<file path="config.mk">
export PLATFORM = sky130hd
export DESIGN_NAME = sysid_check_master
export DESIGN_NICKNAME = d
export VERILOG_FILES = /design/src/rtl/sysid_check_pkg.sv /design/src/rtl/sysid_check_timeout.sv /design/src/rtl/sysid_check_master.sv
export SDC_FILE = /design/constraint.sdc
export NUM_CORES = 1
export LEC_CHECK = 0
export ABC_AREA = 1
export BUFFER_PORTS_ARGS = -buffer_cell sky130_fd_sc_hd__buf_2
export CAP_MARGIN = 20
export CORE_MARGIN = 3
export CORE_UTILIZATION = 49
export DETAILED_ROUTE_END_ITERATION = 16
export PLACE_DENSITY = 0.89
export SETUP_SLACK_MARGIN = 0.4
export SLEW_MARGIN = 25
export SYNTH_ARGS = -nofsm -noshare
export SYNTH_HDL_FRONTEND = slang
export SYNTH_HIERARCHICAL = 1
export SYNTH_SLANG_ARGS = --single-unit
export TNS_END_PERCENT = 50
</file>
<file path="constraint.sdc">
create_clock -name clock -period 3.1 [get_ports clock]
set_clock_uncertainty 0.05 [all_clocks]
set_input_delay 0.465 -clock clock [delete_from_list [all_inputs] [get_ports clock]]
set_output_delay 0.465 -clock clock [all_outputs]
set_load 0.03 [all_outputs]
</file>
<file path="src/rtl/sysid_check_pkg.sv">
// rtl/sysid_check_pkg.sv - shared types and constants for the sysid check master
//
// Purpose: FSM state encoding, Avalon word addresses and widths shared by
//          sysid_check_master and sysid_check_timeout.
// Ports:   none (package).
package sysid_check_pkg;

  localparam int SYSID_WORD_W = 32;
  localparam int SYSID_TMO_W  = 16;

  localparam logic SYSID_ADDR_ID = 1'b0;
  localparam logic SYSID_ADDR_TS = 1'b1;

  typedef enum logic [2:0] {
    ST_IDLE,
    ST_RD_ID,
    ST_WT_ID,
    ST_RD_TS,
    ST_WT_TS,
    ST_FIN
  } sysid_state_t;

  // True while a read is outstanding (command phase or data wait).
  function automatic logic in_read_window(sysid_state_t s);
    return (s == ST_RD_ID) || (s == ST_WT_ID) || (s == ST_RD_TS) || (s == ST_WT_TS);
  endfunction

endpackage

</file>
<file path="src/rtl/sysid_check_timeout.sv">
// rtl/sysid_check_timeout.sv - per-read cycle counter for the sysid check master
//
// Purpose: counts cycles spent on one read (command + data wait) and flags
//          the last permitted cycle. Only built with SYSID_CHECK_TIMEOUT_EN.
// Ports:
//   clock    in   rising-edge clock
//   reset    in   asynchronous active-high reset
//   clear    in   restart the count (next cycle starts at 0)
//   run      in   a read is outstanding this cycle
//   expired  out  this cycle is the TIMEOUT_CYCLES-th cycle of the read
module sysid_check_timeout
  import sysid_check_pkg::*;
#(
  parameter int TIMEOUT_CYCLES = 255
) (
  input  logic clock,
  input  logic reset,
  input  logic clear,
  input  logic run,
  output logic expired
);

  // count holds the number of completed cycles of the current read, so the
  // cycle in which count == TIMEOUT_CYCLES-1 is the last one allowed.
  localparam logic [SYSID_TMO_W-1:0] LAST = SYSID_TMO_W'(TIMEOUT_CYCLES - 1);

  logic [SYSID_TMO_W-1:0] count;

  always_ff @(posedge clock or posedge reset) begin
    if (reset) begin
      count <= '0;
    end else if (clear) begin
      count <= '0;
    end else if (run && (count != '1)) begin
      count <= count + 1'b1;
    end
  end

  assign expired = run && (count >= LAST);

endmodule

</file>
<file path="src/rtl/sysid_check_master.sv">
// rtl/sysid_check_master.sv - Avalon-MM master that reads and checks system ID and timestamp
//
// Purpose: on start, reads slave word 0 (ID) and word 1 (timestamp), compares
//          them with EXPECTED_ID / EXPECTED_TS and reports a sticky result.
//          Optional macro SYSID_CHECK_TIMEOUT_EN adds a per-read timeout of
//          TIMEOUT_CYCLES cycles; without it the FSM waits indefinitely.
// Ports:
//   clock, reset                    rising-edge clock, async active-high reset
//   start                           one-cycle request (ignored while busy)
//   avm_address/avm_read            Avalon-MM command outputs
//   avm_waitrequest                 slave stall
//   avm_readdata/avm_readdatavalid  Avalon-MM read response
//   busy                            sequence in progress
//   done                            one-cycle end-of-sequence pulse
//   pass, id_mismatch, ts_mismatch  sticky result flags
//   timeout                         sticky read-timeout flag (0 without macro)
//   id_value, ts_value              last captured words
module sysid_check_master
  import sysid_check_pkg::*;
#(
  parameter logic [SYSID_WORD_W-1:0] EXPECTED_ID    = 32'h0000_0000,
  parameter logic [SYSID_WORD_W-1:0] EXPECTED_TS    = 32'h0000_0000,
  parameter int                      TIMEOUT_CYCLES = 255
) (
  input  logic                    clock,
  input  logic                    reset,
  input  logic                    start,
  output logic                    avm_address,
  output logic                    avm_read,
  input  logic                    avm_waitrequest,
  input  logic [SYSID_WORD_W-1:0] avm_readdata,
  input  logic                    avm_readdatavalid,
  output logic                    busy,
  output logic                    done,
  output logic                    pass,
  output logic                    id_mismatch,
  output logic                    ts_mismatch,
  output logic                    timeout,
  output logic [SYSID_WORD_W-1:0] id_value,
  output logic [SYSID_WORD_W-1:0] ts_value
);

  sysid_state_t state;

  logic accept;
  logic data_ok;
  logic expired;
  logic tmo_hit;

  assign accept = avm_read && !avm_waitrequest;

  // Data counts in a WT state, or in an RD state when the command is accepted
  // in the same cycle (zero-latency slave). Anything else is ignored.
  assign data_ok = avm_readdatavalid &&
                   (((state == ST_RD_ID) || (state == ST_RD_TS)) ? accept :
                    ((state == ST_WT_ID) || (state == ST_WT_TS)));

  // Data arriving on the last permitted cycle wins over the timeout.
  assign tmo_hit = expired && !data_ok;

`ifdef SYSID_CHECK_TIMEOUT_EN
  logic clear_cnt;

  // Restart the count whenever the next state is a fresh RD state.
  assign clear_cnt = (state == ST_IDLE) ||
                     (((state == ST_RD_ID) || (state == ST_WT_ID)) && data_ok);

  sysid_check_timeout #(
    .TIMEOUT_CYCLES(TIMEOUT_CYCLES)
  ) u_timeout (
    .clock   (clock),
    .reset   (reset),
    .clear   (clear_cnt),
    .run     (in_read_window(state)),
    .expired (expired)
  );

  always_ff @(posedge clock or posedge reset) begin
    if (reset) begin
      timeout <= 1'b0;
    end else if ((state == ST_IDLE) && start) begin
      timeout <= 1'b0;
    end else if (tmo_hit) begin
      timeout <= 1'b1;
    end
  end
`else
  assign expired = 1'b0;
  assign timeout = 1'b0;
`endif

  always_ff @(posedge clock or posedge reset) begin
    if (reset) begin
      state       <= ST_IDLE;
      avm_read    <= 1'b0;
      avm_address <= SYSID_ADDR_ID;
      busy        <= 1'b0;
      done        <= 1'b0;
      pass        <= 1'b0;
      id_mismatch <= 1'b0;
      ts_mismatch <= 1'b0;
      id_value    <= '0;
      ts_value    <= '0;
    end else begin
      done <= 1'b0;
      unique case (state)
        ST_IDLE: begin
          if (start) begin
            state       <= ST_RD_ID;
            busy        <= 1'b1;
            avm_read    <= 1'b1;
            avm_address <= SYSID_ADDR_ID;
            pass        <= 1'b0;
            id_mismatch <= 1'b0;
            ts_mismatch <= 1'b0;
          end
        end
        ST_RD_ID, ST_WT_ID: begin
          if (data_ok) begin
            id_value    <= avm_readdata;
            id_mismatch <= (avm_readdata != EXPECTED_ID);
            state       <= ST_RD_TS;
            avm_read    <= 1'b1;
            avm_address <= SYSID_ADDR_TS;
          end else if (tmo_hit) begin
            state    <= ST_FIN;
            avm_read <= 1'b0;
            done     <= 1'b1;
            pass     <= 1'b0;
          end else if ((state == ST_RD_ID) && accept) begin
            state    <= ST_WT_ID;
            avm_read <= 1'b0;
          end
        end
        ST_RD_TS, ST_WT_TS: begin
          if (data_ok) begin
            ts_value    <= avm_readdata;
            ts_mismatch <= (avm_readdata != EXPECTED_TS);
            state       <= ST_FIN;
            avm_read    <= 1'b0;
            done        <= 1'b1;
            // Result is registered together with done so it is valid with the
            // pulse; timeout cannot be set here since it would have ended the run.
            pass        <= !id_mismatch && (avm_readdata == EXPECTED_TS);
          end else if (tmo_hit) begin
            state    <= ST_FIN;
            avm_read <= 1'b0;
            done     <= 1'b1;
            pass     <= 1'b0;
          end else if ((state == ST_RD_TS) && accept) begin
            state    <= ST_WT_TS;
            avm_read <= 1'b0;
          end
        end
        ST_FIN: begin
          state <= ST_IDLE;
          busy  <= 1'b0;
        end
        default: begin
          state    <= ST_IDLE;
          busy     <= 1'b0;
          avm_read <= 1'b0;
        end
      endcase
    end
  end

endmodule

</file>
==> flow_summary.toml <==
[cts]
clock_tree.root_cell = "sky130_fd_sc_hd__clkbuf_8"
worst_setup_hold_path_clk_slew_ns = 0.08
postCtsSetupRepairBufs = 0
ctsLongestPathBuffers = 2
cts-buffers-inserted = 9
cts_hold_buf = 0
tritoncts = "built"
cts.htree.levels = 3
cts.sink_count = 74
cts_resized = 0
worstSkewPairLatency_ns = 0.33

[detailed_routing]
drt_first_pass_iters = 4
num_vias = 2501
detail_route.vias_per_cell = 4.89
detailedRoute.firstIterationViolations = 128
drtAntennaViolNets = 0
detail_route.drc_violations = 0
detail_route.wirelength_um = 6810
wire_per_inst_um = 13.3

[power]
cellLeakagePower_nw = 2.13
fin_total_pwr_w = 0.00466
vdd_ir_drop_max_mv = 0.647
power_density_nw_per_um2 = 1240

[finish]
layout_commonest_cell = "sky130_fd_sc_hd__buf_2"
antennaDiodeCount = 0
final_net_count = 471
final-seq-area_um2 = 1850
multiInputGateArea_um2 = 882
most-common-layout-cells = "107 x sky130_fd_sc_hd__buf_2, 91 x sky130_fd_sc_hd__nand2_1, 74 x sky130_fd_sc_hd__dfrtp_1"
drive_above_1_share_pct = 30.5
fillers = 461
final_cell_count_without_fillers = 511
finalInstanceArea_um2 = 3760
synthToLayoutAreaGrowth_pct = 25.9

[global_routing]
grt.overflow.total = 0
grt_util_all_layers_pct = 20.0
antenna_found_initial = 0
grt_start_max_net_pins = 68
grt_pass1_wl_um = 11500
first_global_vias = 2449

[worst_setup_path]
worstReg2RegStart = "state[1]"
r2r_end = "ts_value[18]"
crit_end = "ts_value[18]"
worst-r2r-cell-count = 8
crit_path_end_kind = "register"
startpoint_type_of_the_worst_setup_path = "register"
cp_cell_sequence = "nor2_1, nand2_2, nand2_2, nor2_4, nand2_2, buf_4, nand2_1, o21ai_1"
critPathMaxStageDelay_ns = 0.56
crit_start = "state[1]"
r2r_slack_ns = 0.84
worst_path_max_delay_cell = "sky130_fd_sc_hd__nand2_2"
path_common_cell = "sky130_fd_sc_hd__nand2_2"
worstSetupPathType = "register to register"
crit_required_ns = 3.29
crit_fanout = 42
timing.critical_path.arrival_ns = 2.45

[floorplanning]
dieArea_um2 = 7070
initial_utilization_pct = 52.4
die-height_um = 84.1
placement_rows = 27
design.portCount = 109
die_width_um = 84.1
fp.coreArea_um2 = 5710

[synthesis]
synth_adder_area_share_pct = 0
synth_top_cells_by_area = "sky130_fd_sc_hd__dfrtp_1 62%, sky130_fd_sc_hd__nand2_1 11%, sky130_fd_sc_hd__o21ai_1 11%"
postSynthNetCount = 365
synth_compound_area_share_pct = 12.4
yosysSeqAreaShare_pct = 62.0
synthDominantCellAreaShare_pct = 62.0
yosysTopAreaCell = "sky130_fd_sc_hd__dfrtp_1"
post_synth_xor_area_fraction_pct = 0
synthesis.area_per_instance_um2 = 9.11
synth_cell_types = 18
ys_seq_elements = 74
largest_family_of_logic_cells_by_synthesized_area = "simple AND/OR/NAND/NOR gates"
post_synth_inst_count = 328
yosysWarnings = 6
synth_area_um2 = 2990
synth.area.mux_share_pct = 0
synthSimpleGateAreaFrac_pct = 17.0

[timing]
post_route_minimum_period_ns = 2.26
count_of_final_max_slew_check_failures = 0
setup-violations-final = 0
max_freq_ghz = 0.443
tns_ns = 0
timing.hold.ws_ns = 0.227
finalHoldViolCount = 0
worst_pin_slew_ns = 0.780
final.period_utilization_pct = 72.9
relSlewSlack_pct = 47.9
rsz_0062_raised_after_global_routing = "false"

[worst_hold_path]
min-delay-path-class = "input pin to asynchronous set/reset pin"

[place]
detailed_place_hpwl_um = 4960
finalWeightedCongestion = 0.904
place_inst = 495
post_dp_cell_area_um2 = 3540
io_buffers = 107

[job]
cap_violations = 0

[outcome]
status = "complete, no violations"
per-stage QoR:
step	util, %	worst slack [ns]
3_3_place_gp	62.1	0.938
6_report	65.9	0.840
2_1_floorplan	-	0.703
3_5_place_dp	62.1	0.853
5_1_grt	65.9	0.584
4_1_cts	65.9	0.842
layer usage:
metal | part of all wire, % | GRT usage [%]
met3 | 7.3 | 3.85
met5 | 0 | 0
met1 | 43 | 27.7
met4 | 0.91 | 6.14
met2 | 49 | 32.2
worst min-delay path by stage:
| stage | startpoint | endpoint | slack [ns] | cells after the start |
|---|---|---|---|---|
| floorplan | state[2] | state[2] | 0.48 | 2 |
| global placement | id_value[31] | id_value[31] | 0.42 | 2 |
| detailed placement | ts_value[28] | ts_value[28] | 0.42 | 2 |
| CTS | reset | ts_value[23] | 0.25 | 2 |
| global route | reset | ts_value[23] | 0.28 | 2 |
| finish | reset | id_value[20] | 0.23 | 2 |
sequential cells by signal, indices dropped and copies added (netlist names):
signal and count:
avm_address 1, state 3, ts_value 32, busy 1, id_mismatch 1, avm_read 1
done 1, pass 1, ts_mismatch 1, id_value 32
cell usage after synthesis:
master,count
sky130_fd_sc_hd__nand2_2,4
sky130_fd_sc_hd__o21ai_0,6
sky130_fd_sc_hd__a21oi_1,1
sky130_fd_sc_hd__buf_4,2
sky130_fd_sc_hd__clkbuf_1,5
sky130_fd_sc_hd__nor2_1,16
sky130_fd_sc_hd__buf_2,3
sky130_fd_sc_hd__nand2_1,91
sky130_fd_sc_hd__conb_1,1
sky130_fd_sc_hd__dfrtp_1,74
sky130_fd_sc_hd__inv_1,38
sky130_fd_sc_hd__nand4_1,7
sky130_fd_sc_hd__nor2_2,1
sky130_fd_sc_hd__buf_6,5
sky130_fd_sc_hd__nor2_4,1
sky130_fd_sc_hd__nand3_1,4
sky130_fd_sc_hd__o21ai_1,67
sky130_fd_sc_hd__inv_2,2
critical path, delay by kind of cell, from the launching register on:
family          cells  cell delay (ns)
simple gates        6             1.17
flops               1             0.46
buf+inv             1             0.38
compound gates      1             0.09
power breakdown:
group / switching, W / total [W] / internal [W]
clock: 0.000328 / 0.000801 / 0.000473
combinational: 0.00159 / 0.00220 / 0.000615
sequential: 0.000258 / 0.00166 / 0.00140
cell families after synthesis:
| kind of cell | Yosys count |
|---|---|
| AOI/OAI and AO/OA | 74 |
| other | 1 |
| and+or+nand+nor | 124 |
| DFF | 74 |
| buffers and inverters | 55 |
layout make-up:
class	count	area share, %
clock buffers	11	3.76
clock inverters	5	2.06
inverters	40	3.99
multi-input cells	199	23.4
flip-flops and latches	74	49.2
well taps	72	2.39
repair buffers	110	15.2
Power figures use the tool's default switching activity.
